===== config.mk =====
export PLATFORM = sky130hd
export DESIGN_NAME = minimac2_rxsched
export DESIGN_NICKNAME = d
export VERILOG_FILES = /design/src/rtl/minimac2_rxsched.sv
export SDC_FILE = /design/constraint.sdc
export NUM_CORES = 1
export LEC_CHECK = 0
export CAP_MARGIN = 20
export CELL_PAD_IN_SITES_DETAIL_PLACEMENT = 0
export CELL_PAD_IN_SITES_GLOBAL_PLACEMENT = 1
export CORE_ASPECT_RATIO = 0.6
export CORE_MARGIN = 5
export CORE_UTILIZATION = 41
export DETAILED_ROUTE_END_ITERATION = 8
export PLACE_DENSITY = 0.86
export SLEW_MARGIN = 5
export SYNTH_ARGS = -nofsm -noshare
export SYNTH_HDL_FRONTEND = slang
export SYNTH_SLANG_ARGS = --single-unit

===== constraint.sdc =====
create_clock -name sys_clk -period 5.7 [get_ports sys_clk]
set_input_delay 1.14 -clock sys_clk [delete_from_list [all_inputs] [get_ports sys_clk]]
set_output_delay 1.14 -clock sys_clk [all_outputs]
set_load 0.01 [all_outputs]

===== src/rtl/minimac2_rxsched.sv =====
// Receive-slot scheduler for the two MAC receive slots: arms slots, orders completions
// into a single frame stream, and raises a coalesced receive interrupt.
module minimac2_rxsched #(
    parameter int unsigned holdoff_w = 16
) (
    input  logic                 sys_clk,
    input  logic                 sys_rst_n,
    input  logic                 enable,
    input  logic [holdoff_w-1:0] irq_holdoff,
    input  logic [1:0]           rx_done,
    input  logic [10:0]          rx_count_0,
    input  logic [10:0]          rx_count_1,
    output logic [1:0]           rx_ready,
    output logic                 frm_valid,
    output logic                 frm_slot,
    output logic [10:0]          frm_count,
    input  logic                 frm_ack,
    output logic                 irq,
    output logic                 err_spurious,
    output logic [15:0]          stat_frames
);

    typedef enum logic [1:0] {
        S_IDLE,
        S_ARMED,
        S_FULL
    } slot_state_t;

    slot_state_t          state_q [2];
    slot_state_t          state_d [2];
    logic [10:0]          count_q [2];
    logic [10:0]          count_in [2];
    logic                 qe_q [2];
    logic                 qe_d [2];
    logic [1:0]           occ_q, occ_d;
    logic [holdoff_w-1:0] timer_q, timer_d;
    logic                 irq_q, irq_d;
    logic                 err_q, err_d;
    logic [15:0]          frames_q, frames_d;

    logic [1:0]           push;
    logic                 pop;
    logic                 head;

    assign count_in[0] = rx_count_0;
    assign count_in[1] = rx_count_1;

    // State register
    always_ff @(posedge sys_clk or negedge sys_rst_n) begin
        if (!sys_rst_n) begin
            for (int unsigned i = 0; i < 2; i++) begin
                state_q[i] <= S_IDLE;
                count_q[i] <= '0;
                qe_q[i]    <= 1'b0;
            end
            occ_q    <= '0;
            timer_q  <= '0;
            irq_q    <= 1'b0;
            err_q    <= 1'b0;
            frames_q <= '0;
        end else begin
            for (int unsigned i = 0; i < 2; i++) begin
                state_q[i] <= state_d[i];
                qe_q[i]    <= qe_d[i];
                if (push[i]) begin
                    count_q[i] <= count_in[i];
                end
            end
            occ_q    <= occ_d;
            timer_q  <= timer_d;
            irq_q    <= irq_d;
            err_q    <= err_d;
            frames_q <= frames_d;
        end
    end

    // Next-state logic
    always_comb begin
        head = qe_q[0];
        pop  = frm_ack && (occ_q != 2'd0);
        push = '0;
        err_d = err_q;
        for (int unsigned i = 0; i < 2; i++) begin
            push[i]    = rx_done[i] && (state_q[i] == S_ARMED);
            state_d[i] = state_q[i];
            if (rx_done[i] && (state_q[i] != S_ARMED)) begin
                err_d = 1'b1;
            end
            case (state_q[i])
                S_IDLE:  if (enable) state_d[i] = S_ARMED;
                S_ARMED: if (rx_done[i]) state_d[i] = S_FULL;
                S_FULL:  if (pop && (head == 1'(i))) state_d[i] = enable ? S_ARMED : S_IDLE;
                default: state_d[i] = S_IDLE;
            endcase
        end

        // Pop shifts the tail forward first so pushes land behind the survivor;
        // slot 0 is appended before slot 1 when both complete together.
        qe_d[0] = qe_q[0];
        qe_d[1] = qe_q[1];
        occ_d   = occ_q;
        if (pop) begin
            qe_d[0] = qe_q[1];
            occ_d   = occ_q - 2'd1;
        end
        for (int unsigned i = 0; i < 2; i++) begin
            if (push[i]) begin
                qe_d[occ_d[0]] = 1'(i);
                occ_d          = occ_d + 2'd1;
            end
        end

        frames_d = frames_q + {15'd0, push[0]} + {15'd0, push[1]};

        if (occ_q == 2'd0) begin
            timer_d = '0;
        end else if (timer_q != '1) begin
            timer_d = timer_q + 1'b1;
        end else begin
            timer_d = timer_q;
        end

        irq_d = (occ_q != 2'd0) && ((occ_q == 2'd2) || (timer_q >= irq_holdoff));
    end

    // Outputs
    always_comb begin
        for (int unsigned i = 0; i < 2; i++) begin
            rx_ready[i] = (state_q[i] == S_ARMED);
        end
        frm_valid    = (occ_q != 2'd0);
        frm_slot     = frm_valid ? qe_q[0] : 1'b0;
        frm_count    = frm_valid ? count_q[qe_q[0]] : '0;
        irq          = irq_q;
        err_spurious = err_q;
        stat_frames  = frames_q;
    end

endmodule


* Word level (Yosys, flattened, before mapping) *
Index checks and enable logic that the tools add are counted.

word-level totals
  bits in registers = 64
  bits of input ports = 44
  output and inout bits = 33

operators by class
  $add $sub $neg = 6
  $lt $le $gt $ge = 6
  equal/unequal tests = 14
  muxes and demuxes = 27
  bitwise gates (word level) = 7
  reduce and logical (&&, ||, !) cells = 19

operators with widths
  operator                                            count
  two-way mux 11 bit                                  4
  adder 16 x 1 -> 16 bit                              2
  two-way mux 16 bit                                  2
  two-way mux 2 bit                                   10
  adder 16 x 1 -> 16 bit, second input constant       1
  >= comparator 16 bit                                1
  != test 16 bit, second input constant               1
  != test 2 bit, second input constant                6
  case mux 2 bit (3 select lines)                     2
  logical AND 1 bit                                   10
  two-way mux 1 bit                                   7
  == test 2 bit, second input constant                3
  >= comparator 2 bit, second input constant          3
  logical NOT 2 bit                                   3
  NOT 1 -> 2 bit                                      3
  AND reduction 3 bit                                 2
  nonzero test 2 bit                                  3
  adder 2 x 1 -> 2 bit, second input constant         2
  == test 2 x 1 -> 1 bit, second input constant       2
  < comparator 2 x 1 -> 1 bit, second input constant  2
  != test 2 x 1 -> 1 bit, second input constant       2
  AND 2 bit                                           1
  demux 1 bit (select 1 bit)                          2
  NOT 2 bit                                           1
  other kinds (4)                                     4

* Depth between registers and ports, before layout *
  depth after elaboration = 13
  gate-level depth with buffers = 9

* Least setup slack after synthesis *
Ideal clock, no wire load.

  path type = input to register
  start point = input rx_done[1]
  end point = register frames_q[8] (netlist: stat_frames[8])
  setup time = 127 ps
  arrival time = 2869 ps
  slack = 2704 ps
  stages = 9
  path buffers = 2
  path through = nand3b_1 -> inv_1 -> clkbuf_1 -> fa_1 -> ha_1 -> and3_1 -> clkbuf_1 -> and3_1 -> xor2_1

on the way
  word-level cells in the longest chain between the ends = 2

RTL lines
  item                    line  text
  start: declaration      10    input logic [1:0] rx_done,
  logical AND 1 bit       84    push[i] = rx_done[i] && (state_q[i] == S_ARMED);
  via push[1]             41    logic [1:0] push;
  adder 16 x 1 -> 16 bit  113   frames_d = frames_q + {15'd0, push[0]} + {15'd0, push[1]};
  via frames_d[8]         39    logic [15:0] frames_q, frames_d;
  end signal: assignment  73    frames_q <= frames_d;
  end: declaration        39

The timed path passes the listed nets, and every way through them passes these cells.
A chain may end at the register's enable or synchronous reset.

* Final worst setup path *
  start point = register occ_q[0]
  end point = output frm_valid

on the way
  word-level cells in the longest chain between the ends = 1

RTL lines
  item                      line  text
  start: declaration        35    logic [1:0] occ_q, occ_d;
  start signal: assignment  56    occ_q <= '0;
  start signal: assignment  69    occ_q <= occ_d;
  nonzero test 2 bit        131   frm_valid = (occ_q != 2'd0);
  end: declaration          14    output logic frm_valid,

No other way between the ends.

==> flow_summary.toml <==
[run_status]
status = "completed"

[global_routing]
grt_pass1_vias = 2904
grt_max_degree = 65
grt_pass1_wl_um = 14500
grt_usage = 0.179
antenna_found_initial = 0
gr-total-overflow = 0

[setup_path]
critPathBufInv = 4
crit_slowest_cell = "clkdlybuf4s50_1"
arrival_ns = 2.42
crit_chain = "inv_1 > ha_1 > buf_4 > inv_1 > clkdlybuf4s50_1"
slowest_delay_ns = 0.50
endpoint_kind = "output port"
cpMostUsedCell = "inv_1"
crit_type = "register to output port"
path_delay_family = "buffers and inverters"
cp_max_fo = 25
cp_data_required_time_ns = 4.56
worstSetupStartpointType = "register"

[logic_synthesis]
synth_area_per_cell_sq_um = 9.17
synth-seq-cells = 64
ys_types = 48
synth_cells = 384
netlist_area_sq_mm = 0.00352
synth-main-ff-cell = "dfrtp_1"
yosysSeqAreaShare = 0.455
syn-num-nets = 448
synth_edf_count = 0
async_reset_ff_frac = 1.00
yosys_warnings = 0

[layout]
regArea_sq_mm = 0.00160
num-nets-final = 523
drive_gt1_frac = 0.0647
diodes = 0
final_util = 0.558
multi_input_comb_area_sq_mm = 0.00175
finalNonFillerCells = 576
nFillCells = 757
area_delta_synth_final_pct = 33.6

[floorplan]
initial_core_util = 0.418
die_area_sq_mm = 0.0106
io_pins = 77
die_w_um = 130
core_sq_mm = 0.00843
num_rows = 26
fp.dieH_um = 81.8

[clock_network]
cts_hold_buf = 0
cts_resized = 0
postCtsSetupBuffers = 0
path_clk_slew_ns = 0.06
insertion_delay_ns = 0.33
cts_sinks = 64
cts_tree = "done"
cts_buffer_depth = 2
ctsRootBufferMaster = "clkbuf_16"
htree_levels = 3
numCtsBuffers = 9

[power]
ir_drop_mv = 0.190
total_power_mw = 2.13
power_leakage_nw = 2.23
pwr_density_cell_mw_per_mm2 = 453

[detailed_routing]
vias_per_cell = 5.18
wl_met2_um = 3820
top_layer = "met4"
drc = 0
drt-initial-drc-count = 267
antenna_left = 0
wl_met3_um = 460
drt-met1-wl_um = 4540
postRouteWirelength_um = 8930
vias = 2983
wl_per_cell_um = 15.5
firstDrtPassIters = 4

[placement]
dp.cells = 560
io_buffers = 76
place_congestion = 0.827
dp_hpwl_um = 6540

[timing]
tns_ns = 0
setup_viol = 0
fmax_ghz = 0.281
finalCritPeriodShare = 0.625
tightest_slew_ns = 0.806
drv_slew = 0
slew_headroom = 0.463
hold_violations = 0
min_period_ns = 3.56
rsz0062_at_grt = "no"
skew_ns = 0.00673

[hold_path]
hp-class = "register to register"

[run]
drv_cap = 0
-- worst register-to-register path, stage by stage (launching register included) --
cell,delay (ns)
dfrtp_1,0.40
nand3b_2,0.50
inv_1,0.57
fa_1,0.30
nand3_1,0.13
nor2b_1,0.41
nand4_1,0.17
xnor2_1,0.15
-- registers in the layout, indices dropped and copies added, names as in the netlist, 2 cells and up --
register     flops
count_q         22
occ_q            2
stat_frames     16
state_q          4
timer_q         16
-- where the power goes --
part	switching (mW)	total (mW)	leakage (nW)	internal, mW
sequential	0.148	0.745	0.821	0.597
combinational	0.387	0.783	1.24	0.396
clock	0.206	0.603	0.163	0.397
-- routing by layer --
metal,GRT usage,up-vias
met3,0.0520,9
met2,0.246,86
met4,0.0529,0
met1,0.269,1414
met5,0,-
li1,-,1474
-- worst paths after layout --
kind / start / endpoint / slack (ns) / depth (start not counted)
worst max-delay path: occ_q[0] / frm_valid / 2.14 / 5
worst min-delay path: stat_frames[15] / stat_frames[15] / 0.47 / 1
worst max register to register: state_q[3] / stat_frames[9] / 2.95 / 7
worst min register to register: stat_frames[15] / stat_frames[15] / 0.47 / 1
max in group asynchronous: sys_rst_n / count_q[20] / 4.19 / 2
min in group asynchronous: sys_rst_n / timer_q[6] / 0.98 / 2
-- cells in the final DEF (no fill, tap or decap), types with 2 or more instances in the layout --
cell type,Yosys,final
and2_1,3,3
nor3_1,5,5
or4_1,2,2
xor2_1,4,4
nand3_1,17,17
o21ai_0,7,7
ha_1,19,19
nor2_1,21,21
xnor2_1,13,13
and4_1,2,2
o32ai_1,2,2
clkdlybuf4s50_1,0,75
nand2_1,80,80
dfrtp_1,64,64
mux2_2,5,5
o211ai_1,4,4
a311oi_1,2,2
clkinv_4,0,2
buf_4,0,3
nand4_1,6,6
bufinv_16,0,2
o31ai_1,3,3
a21oi_1,25,25
a31oi_1,2,2
mux2i_1,14,14
a22oi_1,2,2
inv_1,27,27
o21bai_1,2,2
and3_1,7,7
clkbuf_16,0,9
nor2b_1,11,11
a211oi_1,3,3
-- cell type report --
class | count | share of cell area
sequential | 64 | 0.340
clock buffer | 10 | 0.0508
inverter | 27 | 0.0215
timing repair buffer | 79 | 0.165
clock inverter | 6 | 0.0194
multi-input combinational | 278 | 0.373
tap | 112 | 0.0298
-- logic make-up (layout without fill, tap and decap cells) --
family          count (synthesis)  after routing  synth area share
simple gates                  163            163             0.220
fa+ha+maj                      20             20            0.0732
xor+xnor                       17             17            0.0423
buf+inv                        42            122            0.0476
compound gates                 59             59             0.106
flops                          64             64             0.455
mux                            19             19            0.0558
-- cell usage after synthesis (6+ instances only) --
| cell | number | area, sq um |
|---|---|---|
| a21oi_1 | 25 | 125 |
| nor2b_1 | 11 | 68.8 |
| o21ai_0 | 7 | 35.0 |
| nor2_1 | 21 | 78.8 |
| ha_1 | 19 | 238 |
| inv_1 | 27 | 101 |
| dfrtp_1 | 64 | 1600 |
| xnor2_1 | 13 | 114 |
| nand2_1 | 80 | 300 |
| nand3_1 | 17 | 85.1 |
| mux2i_1 | 14 | 140 |
| nand4_1 | 6 | 37.5 |
| clkbuf_1 | 8 | 30.0 |
| and3_1 | 7 | 43.8 |
-- through the flow --
stage / hold slack (ns) / worst slack (ns) / area, sq um
floorplan: 0.445 / 2.70 / 3520
global route: 0.503 / 1.88 / 4700
finish: 0.467 / 2.14 / 4700
CTS: 0.476 / 2.07 / 4700
global placement: 0.458 / 1.93 / 4370
detailed placement: 0.464 / 1.83 / 4370
Power figures use the tool's default switching activity.
